===== config.mk =====
export PLATFORM = sky130hd
export DESIGN_NAME = bcd_scheduler
export DESIGN_NICKNAME = d
export VERILOG_FILES = /design/src/rtl/neptune_ui_pkg.sv /design/src/rtl/rr_arbiter.sv /design/src/rtl/bcd_scheduler.sv
export SDC_FILE = /design/constraint.sdc
export NUM_CORES = 1
export LEC_CHECK = 0
export ABC_AREA = 1
export BUFFER_PORTS_ARGS = -buffer_cell sky130_fd_sc_hd__buf_2
export CAP_MARGIN = 20
export CELL_PAD_IN_SITES_DETAIL_PLACEMENT = 1
export CELL_PAD_IN_SITES_GLOBAL_PLACEMENT = 1
export CORE_UTILIZATION = 35
export CTS_CLUSTER_SIZE = 14
export DETAILED_ROUTE_END_ITERATION = 7
export HOLD_SLACK_MARGIN = 0.06
export PLACE_DENSITY = 0.91
export SYNTH_ARGS = -nofsm -noshare
export SYNTH_HDL_FRONTEND = slang
export SYNTH_SLANG_ARGS = --single-unit

===== constraint.sdc =====
create_clock -name clk -period 4.37 [get_ports clk]
set_input_delay 0.437 -clock clk [delete_from_list [all_inputs] [get_ports clk]]
set_output_delay 0.437 -clock clk [all_outputs]
set_load 0.1 [all_outputs]

===== src/rtl/neptune_ui_pkg.sv =====
// Shared definitions for the front-panel user-interface blocks.
//   - Scheduler FSM state encoding (plain 2-bit constants).
//   - BCD_OUT_W: width of the binary-to-BCD converter output
//     {sign, five, four, three, two, one}.
//   - conv_lat(width): converter latency from sampling wr low to a
//     sampleable result.
package neptune_ui_pkg;

  localparam int BCD_OUT_W = 21;

  localparam logic [1:0] ST_FLUSH = 2'd0;
  localparam logic [1:0] ST_IDLE  = 2'd1;
  localparam logic [1:0] ST_ISSUE = 2'd2;
  localparam logic [1:0] ST_WAIT  = 2'd3;

  function automatic int conv_lat(input int width);
    return 2 * width + 2;
  endfunction

endpackage


===== src/rtl/rr_arbiter.sv =====
// Combinational round-robin arbiter.
//   ptr       in   CHW   channel with highest priority this cycle
//   req       in   NREQ  request levels
//   grant     out  NREQ  one-hot grant (all zero when no request)
//   grant_idx out  CHW   encoded grant index
//   any       out  1     at least one request present
// Search order is ptr, ptr+1, ... wrapping modulo NREQ.
module rr_arbiter #(
  parameter int NREQ = 4,
  localparam int CHW = $clog2(NREQ)
) (
  input  logic [CHW-1:0]  ptr,
  input  logic [NREQ-1:0] req,
  output logic [NREQ-1:0] grant,
  output logic [CHW-1:0]  grant_idx,
  output logic            any
);

  always_comb begin
    int idx;
    logic [CHW-1:0] sel;
    grant     = '0;
    grant_idx = '0;
    any       = 1'b0;
    idx       = 0;
    sel       = '0;
    // Walk offsets from farthest to nearest so the nearest request to
    // the pointer is the last one written and therefore wins.
    for (int k = NREQ - 1; k >= 0; k--) begin
      idx = int'(ptr) + k;
      if (idx >= NREQ) idx = idx - NREQ;
      sel = CHW'(idx);
      if (req[sel]) begin
        any       = 1'b1;
        grant_idx = sel;
      end
    end
    grant[grant_idx] = any;
  end

endmodule


===== src/rtl/bcd_scheduler.sv =====
// Round-robin scheduler sharing one binary-to-BCD converter among NREQ
// front-panel sources.
//   clk, rst_n  clock, asynchronous active-low reset
//   req         per-channel request level, held until its done pulse
//   data_in     channel i operand at [i*WIDTH +: WIDTH]
//   done        one-cycle pulse on the channel owning result
//   result      last captured converter output, held until next capture
//   result_ch   channel tag of result
//   busy        high whenever the FSM is not IDLE
//   conv_wr     registered active-low start strobe to the converter
//   conv_data   registered operand to the converter
//   conv_res    converter output
// Handshake: a requester raises req[i] and keeps it high; the scheduler
// answers with exactly one done[i] pulse per grant. Dropping req[i] after
// the grant does not cancel it. A req still high after done is served
// again only when the round-robin pointer comes back around.
module bcd_scheduler
  import neptune_ui_pkg::*;
#(
  parameter int WIDTH = 16,
  parameter int NREQ  = 4,
  localparam int CONV_LAT = conv_lat(WIDTH),
  localparam int CHW      = $clog2(NREQ)
) (
  input  logic                  clk,
  input  logic                  rst_n,
  input  logic [NREQ-1:0]       req,
  input  logic [NREQ*WIDTH-1:0] data_in,
  output logic [NREQ-1:0]       done,
  output logic [BCD_OUT_W-1:0]  result,
  output logic [CHW-1:0]        result_ch,
  output logic                  busy,
  output logic                  conv_wr,
  output logic [WIDTH-1:0]      conv_data,
  input  logic [BCD_OUT_W-1:0]  conv_res
);

  localparam int CNT_W = $clog2(CONV_LAT);
  localparam logic [CNT_W-1:0] CNT_INIT = CNT_W'(CONV_LAT - 1);

  logic [1:0]           state_q, state_d;
  logic [CHW-1:0]       ptr_q, ptr_d;
  logic [CNT_W-1:0]     cnt_q, cnt_d;
  logic [CHW-1:0]       tag_q, tag_d;
  logic                 conv_wr_q, conv_wr_d;
  logic [WIDTH-1:0]     conv_data_q, conv_data_d;
  logic [NREQ-1:0]      done_q, done_d;
  logic [BCD_OUT_W-1:0] result_q, result_d;
  logic [CHW-1:0]       result_ch_q, result_ch_d;

  logic [NREQ-1:0]  grant;
  logic [CHW-1:0]   grant_idx;
  logic             grant_any;
  logic [WIDTH-1:0] sel_data;

  rr_arbiter #(.NREQ(NREQ)) u_arb (
    .ptr       (ptr_q),
    .req       (req),
    .grant     (grant),
    .grant_idx (grant_idx),
    .any       (grant_any)
  );

  // Operand mux with constant slice bases.
  always_comb begin
    sel_data = '0;
    for (int i = 0; i < NREQ; i++) begin
      if (grant[i]) sel_data = data_in[i*WIDTH +: WIDTH];
    end
  end

  always_comb begin
    state_d     = state_q;
    ptr_d       = ptr_q;
    cnt_d       = cnt_q;
    tag_d       = tag_q;
    conv_wr_d   = conv_wr_q;
    conv_data_d = conv_data_q;
    done_d      = '0;
    result_d    = result_q;
    result_ch_d = result_ch_q;
    case (state_q)
      // The converter has no reset; wait out any conversion that may
      // have been in flight when we were reset.
      ST_FLUSH: begin
        conv_wr_d = 1'b1;
        if (cnt_q == '0) state_d = ST_IDLE;
        else             cnt_d   = cnt_q - CNT_W'(1);
      end
      ST_IDLE: begin
        if (grant_any) begin
          conv_data_d = sel_data;
          tag_d       = grant_idx;
          conv_wr_d   = 1'b0;
          state_d     = ST_ISSUE;
          ptr_d       = (grant_idx == CHW'(NREQ - 1)) ? '0 : grant_idx + CHW'(1);
        end
      end
      ST_ISSUE: begin
        conv_wr_d = 1'b1;
        cnt_d     = CNT_INIT;
        state_d   = ST_WAIT;
      end
      ST_WAIT: begin
        if (cnt_q == '0) begin
          result_d      = conv_res;
          result_ch_d   = tag_q;
          done_d[tag_q] = 1'b1;
          state_d       = ST_IDLE;
        end else begin
          cnt_d = cnt_q - CNT_W'(1);
        end
      end
      default: state_d = ST_FLUSH;
    endcase
  end

  always_ff @(posedge clk or negedge rst_n) begin
    if (!rst_n) begin
      state_q     <= ST_FLUSH;
      ptr_q       <= '0;
      cnt_q       <= CNT_INIT;
      tag_q       <= '0;
      conv_wr_q   <= 1'b1;
      conv_data_q <= '0;
      done_q      <= '0;
      result_q    <= '0;
      result_ch_q <= '0;
    end else begin
      state_q     <= state_d;
      ptr_q       <= ptr_d;
      cnt_q       <= cnt_d;
      tag_q       <= tag_d;
      conv_wr_q   <= conv_wr_d;
      conv_data_q <= conv_data_d;
      done_q      <= done_d;
      result_q    <= result_d;
      result_ch_q <= result_ch_d;
    end
  end

  assign busy      = (state_q != ST_IDLE);
  assign conv_wr   = conv_wr_q;
  assign conv_data = conv_data_q;
  assign done      = done_q;
  assign result    = result_q;
  assign result_ch = result_ch_q;

endmodule


# After elaboration in Yosys (flattened, before gate mapping)
# Index checks and enable logic that the tools add are counted.
[totals]
register_bits = 56
inputBits = 91
out_inout_bits = 45
[classes]
addsub = 9
order_cmp = 12
eq_ne = 8
muxes = 38
bitwise = 1
n_reduce_logical = 13
[op_table]
columns = ["op", "count"]
rows = [
  ["2-to-1 mux 16 bit", 4],
  ["2-to-1 mux 2 bit", 11],
  ["less-than comparator 2 x 3 -> 1 bit, second input constant", 6],
  ["one-hot mux 6 bit (2 select lines)", 1],
  ["2-to-1 mux 1 bit", 11],
  ["AND reduction 2 bit", 5],
  ["greater-or-equal comparator 3 bit, second input constant", 3],
  ["binary-select mux 1 bit (select 2 bit)", 4],
  ["2-to-1 mux 4 bit", 2],
  ["subtractor 2 x 1 -> 2 bit, second input constant", 4],
  ["adder 2 x 2 -> 3 bit, second input constant", 2],
  ["== test 2 bit, second input constant", 3],
  ["logical NOT 6 bit", 1],
  ["2-to-1 mux 6 bit", 1],
  ["one-hot mux 2 bit (3 select lines)", 1],
  ["subtractor 6 x 1 -> 6 bit, second input constant", 1],
  ["bitwise AND 4 bit", 1],
  ["demux 1 bit (select 2 bit)", 2],
  ["greater-or-equal comparator 2 x 1 -> 1 bit, second input constant", 2],
  ["inequality test 2 x 1 -> 1 bit, second input constant", 2],
  ["inequality test 2 bit, second input constant", 2],
  ["nonzero test 2 bit", 2],
  ["OR reduction 2 bit", 2],
  ["adder 2 x 1 -> 3 bit, second input constant", 1],
  ["6 further kinds", 7],
]

# Longest topological paths before layout
# Gate-level depths: netlist (run 1).
[depth]
depth_word = 18
mapped_depth = 20
mapped_depth_nobuf = 19

# Cells and area by module
# From an unflattened synthesis (run 1), not the netlist that was laid out.
[hier_totals]
cells_unflattened = 416
area_unflattened_um2 = 3101.7
[modules_own_cells]
columns = ["mod", "n_inst", "cells_each", "area_each_um2", "seq_area_each_um2"]
rows = [
  ["bcd_scheduler", 1, 361, 2860.2, 1405.1],
  ["rr_arbiter", 1, 55, 241.5, 0.0],
]

# Worst setup path after synthesis (run 1)
# OpenSTA, ideal clock, no wires.
[synth_timing]
kind = "flip-flop to flip-flop"
start = "reg ptr_q[0]"
end = "reg conv_data_q[10] (netlist: conv_data[10])"
setup_ns = 0.068
arrival_ns = 2.548
slack_ns = 1.754
stages_incl_launch_ff = 19
path_buffers = 2
period_less_slack_ns = 2.616
cell_sequence = "dfrtp_1 -> inv_2 -> nand2_2 -> nand2_1 -> nand2_1 -> nand2_1 -> inv_1 -> nand2_1 -> nand3_1 -> o21ai_0 -> ha_1 -> buf_1 -> clkbuf_1 -> nand3_1 -> nand2_1 -> clkinv_1 -> nand2_1 -> nand2_1 -> nand2_1"
[synth_between]
elab_chain_cells = 18
word_cells_on_any_way = 42
classes_between = "add/sub: 7; order compare: 6; mux: 26; bitwise: 1; reduce/logical: 2"
[synth_rtl]
columns = ["item", "line_no", "source"]
rows = [
  ["start: declaration", "bcd_scheduler.sv:42", "logic [CHW-1:0] ptr_q, ptr_d;"],
  ["start signal: assignment", "bcd_scheduler.sv:131", "ptr_q <= ptr_d;"],
  ["adder 2 x 2 -> 3 bit", "rr_arbiter.sv:30", "idx = int'(ptr) + k;"],
  ["greater-or-equal comparator 3 bit / subtractor 2 x 1 -> 2 bit (equally long branches)", "rr_arbiter.sv:31", "if (idx >= NREQ) idx = idx - NREQ;"],
  ["2-to-1 mux 2 bit", "rr_arbiter.sv:31", ""],
  ["binary-select mux 1 bit (select 2 bit)", "rr_arbiter.sv:33", "if (req[sel]) begin"],
  ["2-to-1 mux 1 bit (implied by the code)", "rr_arbiter.sv:33", ""],
  ["2-to-1 mux 2 bit (4 in series)", "rr_arbiter.sv:33", ""],
  ["less-than comparator 2 x 3 -> 1 bit (implied by the code) / greater-or-equal comparator 2 x 1 -> 1 bit (equally long branches)", "rr_arbiter.sv:38", "grant[grant_idx] = any;"],
  ["logical AND 1 bit (implied by the code)", "rr_arbiter.sv:38", ""],
  ["2-to-1 mux 1 bit (implied by the code)", "rr_arbiter.sv:38", ""],
  ["demux 1 bit (select 2 bit)", "--", ""],
  ["bitwise AND 4 bit (no line)", "--", ""],
  ["2-to-1 mux 16 bit (4 in series)", "bcd_scheduler.sv:68", "if (grant[i]) sel_data = data_in[i*WIDTH +: WIDTH];"],
  ["end signal: assignment", "bcd_scheduler.sv:135", "conv_data_q <= conv_data_d;"],
  ["end: declaration", "bcd_scheduler.sv:46", "logic [WIDTH-1:0] conv_data_q, conv_data_d;"],
]
# Several ways; a longest one is shown, not always the timed one. The select of a mux whose other input is x is not followed.
# A chain may end at the register's enable or synchronous reset.

# Worst setup path in the final report (run 1)
[layout_timing]
start = "reg ptr_q[0]"
end = "reg conv_data_q[7] (netlist: conv_data[7])"
[layout_between]
elab_chain_cells = 18
word_cells_on_any_way = 42
classes_between = "add/sub: 7; order compare: 6; mux: 26; bitwise: 1; reduce/logical: 2"
[layout_rtl]
columns = ["item", "line_no", "source"]
rows = [
  ["adder 2 x 2 -> 3 bit", "rr_arbiter.sv:30", ""],
  ["greater-or-equal comparator 3 bit / subtractor 2 x 1 -> 2 bit (equally long branches)", "rr_arbiter.sv:31", ""],
  ["2-to-1 mux 2 bit", "rr_arbiter.sv:31", ""],
  ["binary-select mux 1 bit (select 2 bit)", "rr_arbiter.sv:33", ""],
  ["2-to-1 mux 1 bit (implied by the code)", "rr_arbiter.sv:33", ""],
  ["2-to-1 mux 2 bit (3 in series)", "rr_arbiter.sv:33", ""],
  ["2-to-1 mux 2 bit *", "rr_arbiter.sv:33", ""],
  ["via grant_idx[0]", "bcd_scheduler.sv:52", "logic [CHW-1:0] grant_idx;"],
  ["less-than comparator 2 x 3 -> 1 bit (implied by the code) / greater-or-equal comparator 2 x 1 -> 1 bit (equally long branches)", "rr_arbiter.sv:38", ""],
  ["logical AND 1 bit (implied by the code)", "rr_arbiter.sv:38", ""],
  ["2-to-1 mux 1 bit (implied by the code)", "rr_arbiter.sv:38", ""],
  ["demux 1 bit (select 2 bit) *", "--", ""],
  ["bitwise AND 4 bit (no line) *", "--", ""],
  ["2-to-1 mux 16 bit (3 in series)", "bcd_scheduler.sv:68", ""],
  ["2-to-1 mux 16 bit *", "bcd_scheduler.sv:68", ""],
]
# The timed path passes the listed nets; every way through them passes the cells marked *. The select of a mux whose other input is x is not followed.

==> results of run 1 <==
-- registers in the layout, indices dropped and copies added (netlist names) --
name / flops
cnt_q: 6
conv_data: 16
conv_wr: 1
done: 4
ptr_q: 2
result: 21
result_ch: 2
state_q: 2
tag_q: 2
-- critical path, stage by stage, from the launching register on --
cell and delay [ns]:
dfrtp_1 0.47, inv_2 0.15, nand2_1 0.11, nand2_1 0.09, nand2_1 0.06, nand2_1 0.11, inv_1 0.06, nand2_1 0.06
nand3_1 0.08, o21ai_0 0.47, inv_1 0.14, ha_1 0.45, nand2_1 0.52, nand2_1 0.13, clkinv_1 0.07, nand2_1 0.06
nand2_1 0.06, nand2_1 0.05
-- metrics by stage --
stage / worst slack [ns] / hold slack, ns / cell area [um^2] / instances
4_1_cts: 1.12 / 0.273 / 4250 / 760
6_report: 1.11 / 0.250 / 4270 / 761
3_5_place_dp: 1.13 / 0.462 / 4160 / 752
2_1_floorplan: 1.75 / 0.141 / 3430 / 508
5_1_grt: 0.707 / 0.304 / 4270 / 761
3_3_place_gp: 1.45 / 0.453 / 4160 / 752
-- cells by family (layout without fill, tap and decap cells) --
group,Yosys count,in the layout,share of synthesized area
AO/OA/AOI/OAI,32,32,0.0478
adder cells (fa/ha/maj),9,9,0.0328
buffers and inverters,92,216,0.114
flip-flops,56,56,0.410
multiplexers,1,1,0.00292
AND/OR/NAND/NOR,318,318,0.392
-- cell usage in the layout, fill, tap and decap left out --
master,count
ha_1,9
inv_8,1
clkinvlp_4,2
o21ai_0,10
inv_2,5
a21boi_0,1
dfstp_2,3
o21ai_1,2
inv_4,1
nand2_2,2
clkinv_1,7
buf_4,3
a21oi_1,18
dfrtp_1,53
buf_8,1
inv_1,56
o22ai_1,1
nor2_2,2
buf_2,135
nand3_1,46
clkbuf_8,5
nand2_1,230
nor2_4,1
or2_2,1
nor3_1,3
mux2i_1,1
nand3_2,10
nor2_1,22
nand2_4,1
-- cells in the mapped netlist (2+ instances only) --
master	n	area [um^2]
dfrtp_1	53	1330
inv_1	56	210
nor2_2	2	12.5
buf_6	5	56.3
o21ai_1	2	10.0
clkbuf_1	9	33.8
dfstp_2	3	78.8
a21oi_1	18	90.1
clkinv_1	7	26.3
inv_2	5	18.8
nand3_1	46	230
o21ai_0	10	50.1
nand3_2	10	100
nand2_2	2	12.5
nand2_1	230	863
nor2_1	22	82.6
ha_1	9	113
buf_2	5	25.0
buf_1	4	15.0
nor3_1	3	15.0
-- area by class of cell --
cell class,instances,area share
clock buffer,5,0.0161
inverter,69,0.0613
multi-input combinational,360,0.382
sequential,56,0.329
timing repair buffer,139,0.167
clock inverter,3,0.00616
tap,129,0.0378
-- path summary, 6_finish.rpt --
check | startpoint | end | slack [ns] | cells past startpoint
min | rst_n | result[14] | 0.25 | 2
min in group clk | conv_res[6] | result[6] | 0.31 | 3
max reg2reg | ptr_q[0] | conv_data[7] | 1.11 | 17
min reg2reg | conv_wr | conv_wr | 0.48 | 2
max | ptr_q[0] | conv_data[7] | 1.11 | 17
max in group asynchronous | rst_n | conv_data[1] | 3.64 | 2
-- per-layer routing --
metal | track usage | wire length (um) | up-vias
li1 | - | - | 1779
met1 | 0.238 | 4310 | 1732
met2 | 0.387 | 5220 | 84
met3 | 0.0222 | 341 | 14
met4 | 0.0557 | 160 | 0
met5 | 0 | 0 | -
==> run summary, run 1 <==
Ys Warns -> 0
Post-Route WL -> 10.0 mm
Die Span Y -> 101 um
crit share post-route -> 0.746
Setup CP Type -> register to register
sequential share of the synthesized area -> 0.410
post-detail-place hpwl -> 7.65 mm
critical path endpoint category -> register
hold_buf cts -> 0
setup TNS -> 0 ns
effective utilization at floorplan -> 0.366
maxcap violations -> 0
Tot GR Track Use -> 0.203
Max Slew Vio Count -> 0
clk slew on worst S/H paths -> 0.12 ns
Root Buffer Master -> clkbuf_8
drt wl/cell -> 13.2 um
vias in the first global route -> 3,698
Worst Max-Slew Pin Slew -> 0.730 ns
Fin. Hold Viols -> 0
largest net degree at the start of global routing -> 57
mapped cell area -> 3430 um^2
Required @ worst endpoint -> 4.59 ns
syn nets -> 608
CP arrival -> 3.48 ns
Congestion Overflow GR -> 0
CTS buffer count -> 5
ant diodes -> 0
final antenna-violating net count -> 0
Worst Setup Start Kind -> register
Setup Viol. Count Final -> 0
antenna violations before repair -> 0
Slew Limit Headroom -> 0.514
Hold Crit Class -> input pin to asynchronous set/reset pin
Post-synth EDFFs -> 0
Mapped Cells -> 508
layout cells sized above 1 -> 0.274
gpl congestion -> 0.885
Clock Skew -> 0.0206 ns
Clock Tree Buf Depth -> 2
Filler Cell Count -> 1,331
most common flop cell mapped by yosys -> dfrtp_1
clock sink count -> 56
post-layout min period -> 3.26 ns
Core ar. -> 9370 um^2
area grow syn2layout -> 24.5%
Rows -> 35
worst-skew pair later-pin latency -> 0.32 ns
DRT Pass-1 Iters -> 4
io pins -> 136
Layout Utilization -> 0.455
Vias/cell -> 4.74
DRC -> 0
area of the multi-input gates -> 1630 um^2
worst-path fanout max -> 17
via count -> 3,609
FF+latch area -> 1410 um^2
Die ar. -> 10,200 um^2
first-pass GRT wire length -> 16.4 mm
Mean Syn Cell Area -> 6.75 um^2
status -> completed
RSZ-0062 raised after global routing -> no
Nets -> 731
CTS tree -> built
Fmax -> 307 MHz
#FFs+latches synth -> 56
htree depth -> 2
Die Wd -> 101 um
total setup buffers inserted after CTS -> 0
starting DRC count in detailed routing -> 98
asr flop ratio synth -> 1.00
IO buf count -> 135
library cells used by synthesis -> 27
CTS resizes -> 0
Power of run 1 is left out: the tool's default activity adds up to more than one toggle a clock period on the data nets, which glitch-free logic cannot reach.
==> inputs of run 2 (changes only) <==
--- a/config.mk
+++ b/config.mk
@@ -10,11 +10,11 @@
 export CAP_MARGIN = 20
 export CELL_PAD_IN_SITES_DETAIL_PLACEMENT = 1
 export CELL_PAD_IN_SITES_GLOBAL_PLACEMENT = 1
-export CORE_UTILIZATION = 35
+export CORE_UTILIZATION = 30
 export CTS_CLUSTER_SIZE = 14
 export DETAILED_ROUTE_END_ITERATION = 7
 export HOLD_SLACK_MARGIN = 0.06
-export PLACE_DENSITY = 0.91
+export PLACE_DENSITY = 0.84
 export SYNTH_ARGS = -nofsm -noshare
 export SYNTH_HDL_FRONTEND = slang
 export SYNTH_SLANG_ARGS = --single-unit
==> constraint.sdc (replaced) <==
create_clock -name clk -period 2.9 [get_ports clk]
set_input_delay 0.29 -clock clk [delete_from_list [all_inputs] [get_ports clk]]
set_output_delay 0.29 -clock clk [all_outputs]
set_load 0.1 [all_outputs]
==> run summary, run 2 (synthesized netlist as in run 1, its figures left out) <==
status -> completed
post-placement cell count -> 768
reg2reg setup slack -> 0.29 ns
effective utilization at floorplan -> 0.312
cell family with most CP delay -> simple AND/OR/NAND/NOR gates
Filler Cell Count -> 1,482
htree depth -> 2
CTS tree -> built
Nets -> 736
max reg flops -> 21
drt wl/cell -> 12.9 um
DRT Pass-1 Iters -> 4
CP arrival -> 2.80 ns
io pins -> 136
CP startpoint -> ptr_q[0]
final antenna-violating net count -> 0
RR Endpoint -> conv_data[12]
Largest stage delay, worst path -> 0.45 ns
post-layout min period -> 2.61 ns
Tot GR Track Use -> 0.175
Slew Limit Headroom -> 0.534
DRC -> 0
hold path start -> conv_res[0]
post-detail-place hpwl -> 8.09 mm
ant diodes -> 0
Crit-path slowest cell -> dfrtp_1
crit-path most repeated cell -> nand2_1
layout cells sized above 1 -> 0.279
RSZ-0062 raised after global routing -> no
via count -> 3,536
first-pass GRT wire length -> 16.5 mm
Vias/cell -> 4.55
Setup Viol. Count Final -> 0
Clock Tree Buf Depth -> 2
maxcap violations -> 0
setup TNS -> 0 ns
worst-skew pair later-pin latency -> 0.30 ns
global route hottest layer -> met2
worst-path fanout max -> 16
Rows -> 38
CP cell instances -> inv_2, nand2_1, nand2_1, nand2_1, nand2_1, inv_1, nand2_1, nand3_1, o21ai_0, buf_4, inv_1, ha_1, nand2_1, nand2_1, clkinv_1, nand2_1, nand2_1, nand2_1
clk slew on worst S/H paths -> 0.08 ns
most frequent cells in the layout -> nand2_1, buf_2, inv_1, dfrtp_1, nand3_1
GR Layer Usage met3 -> 0.0293
Buf/Inv on CP -> 5
Clock Skew -> 0.0122 ns
Root Buffer Master -> clkbuf_16
commonest non-fill, non-tap cell in the layout -> nand2_1
critical path endpoint category -> register
Fin. Hold Viols -> 0
area grow syn2layout -> 27.5%
clock sink count -> 56
Final Non-Filler Cells -> 777
Core ar. -> 11,000 um^2
crit share post-route -> 0.898
Max Slew Vio Count -> 0
gpl congestion -> 0.758
Hold Crit Class -> input pin to register
Congestion Overflow GR -> 0
Die ar. -> 11,900 um^2
Die Wd -> 109 um
Setup CP Type -> register to register
Required @ worst endpoint -> 3.09 ns
starting DRC count in detailed routing -> 113
CP Depth -> 18
R2R Path Start -> ptr_q[0]
Fmax -> 384 MHz
antenna violations before repair -> 0
CTS buffer count -> 5
grt met1 use -> 0.217
Layout Utilization -> 0.398
Die Span Y -> 109 um
met2 Use GR -> 0.314
largest net degree at the start of global routing -> 38
cell depth of the worst hold path -> 3
vias in the first global route -> 3,569
IO buf count -> 135
Worst Max-Slew Pin Slew -> 0.698 ns
Post-Route WL -> 10.0 mm
R2R cell count -> 18
Hold EP -> result[0]
Worst Setup Start Kind -> register
==> run 2: worst min-delay path, cell delays in order <==
cell and delay [ns]:
buf_2 0.08, nand2_1 0.04, nand2_1 0.05
==> run 2: repair_timing <==
item | 4_1_cts | 5_1_grt
hold endpoints to repair | 8 | 0
resized for setup | 0 | 1
setup endpoints to repair | 0 | 10
hold buffers | 1 | 0
setup buffers | 0 | 0
==> run 2: routing by layer <==
layer,vias to the layer above,wire (um)
li1,1793,-
met3,6,533
met1,1622,4620
met2,115,4770
met5,-,0
met4,0,92
==> run 2: final cells by class <==
| type | count | area, um^2 | area share |
|---|---|---|---|
| Clock buffer | 5 | 125 | 0.0286 |
| Clock inverter | 3 | 23.8 | 0.00544 |
| Inverter | 69 | 262 | 0.0598 |
| Multi-Input combinational cell | 360 | 1630 | 0.374 |
| Sequential cell | 56 | 1410 | 0.322 |
| Tap cell | 140 | 175 | 0.0401 |
| Timing Repair Buffer | 144 | 746 | 0.171 |
==> run 2: worst max path at each step <==
stage               endpoint  slack (ns)
2_1_floorplan  conv_data[10]        0.28
3_3_place_gp   conv_data[12]        0.44
3_5_place_dp   conv_data[12]        0.29
4_1_cts        conv_data[12]        0.26
5_1_grt        conv_data[12]        0.04
6_report       conv_data[12]        0.29
==> run 2: through the flow <==
| stage | area, um^2 | hold WS (ns) | setup slack [ns] |
|---|---|---|---|
| after detailed placement | 4210 | 0.160 | 0.294 |
| after global routing | 4370 | 0.205 | 0.0383 |
| after floorplan | 3430 | -0.00559 | 0.284 |
| final | 4370 | 0.192 | 0.295 |
| after CTS | 4370 | 0.179 | 0.259 |
| after global placement | 4210 | 0.156 | 0.443 |
Power of run 2 is left out for the same reason.
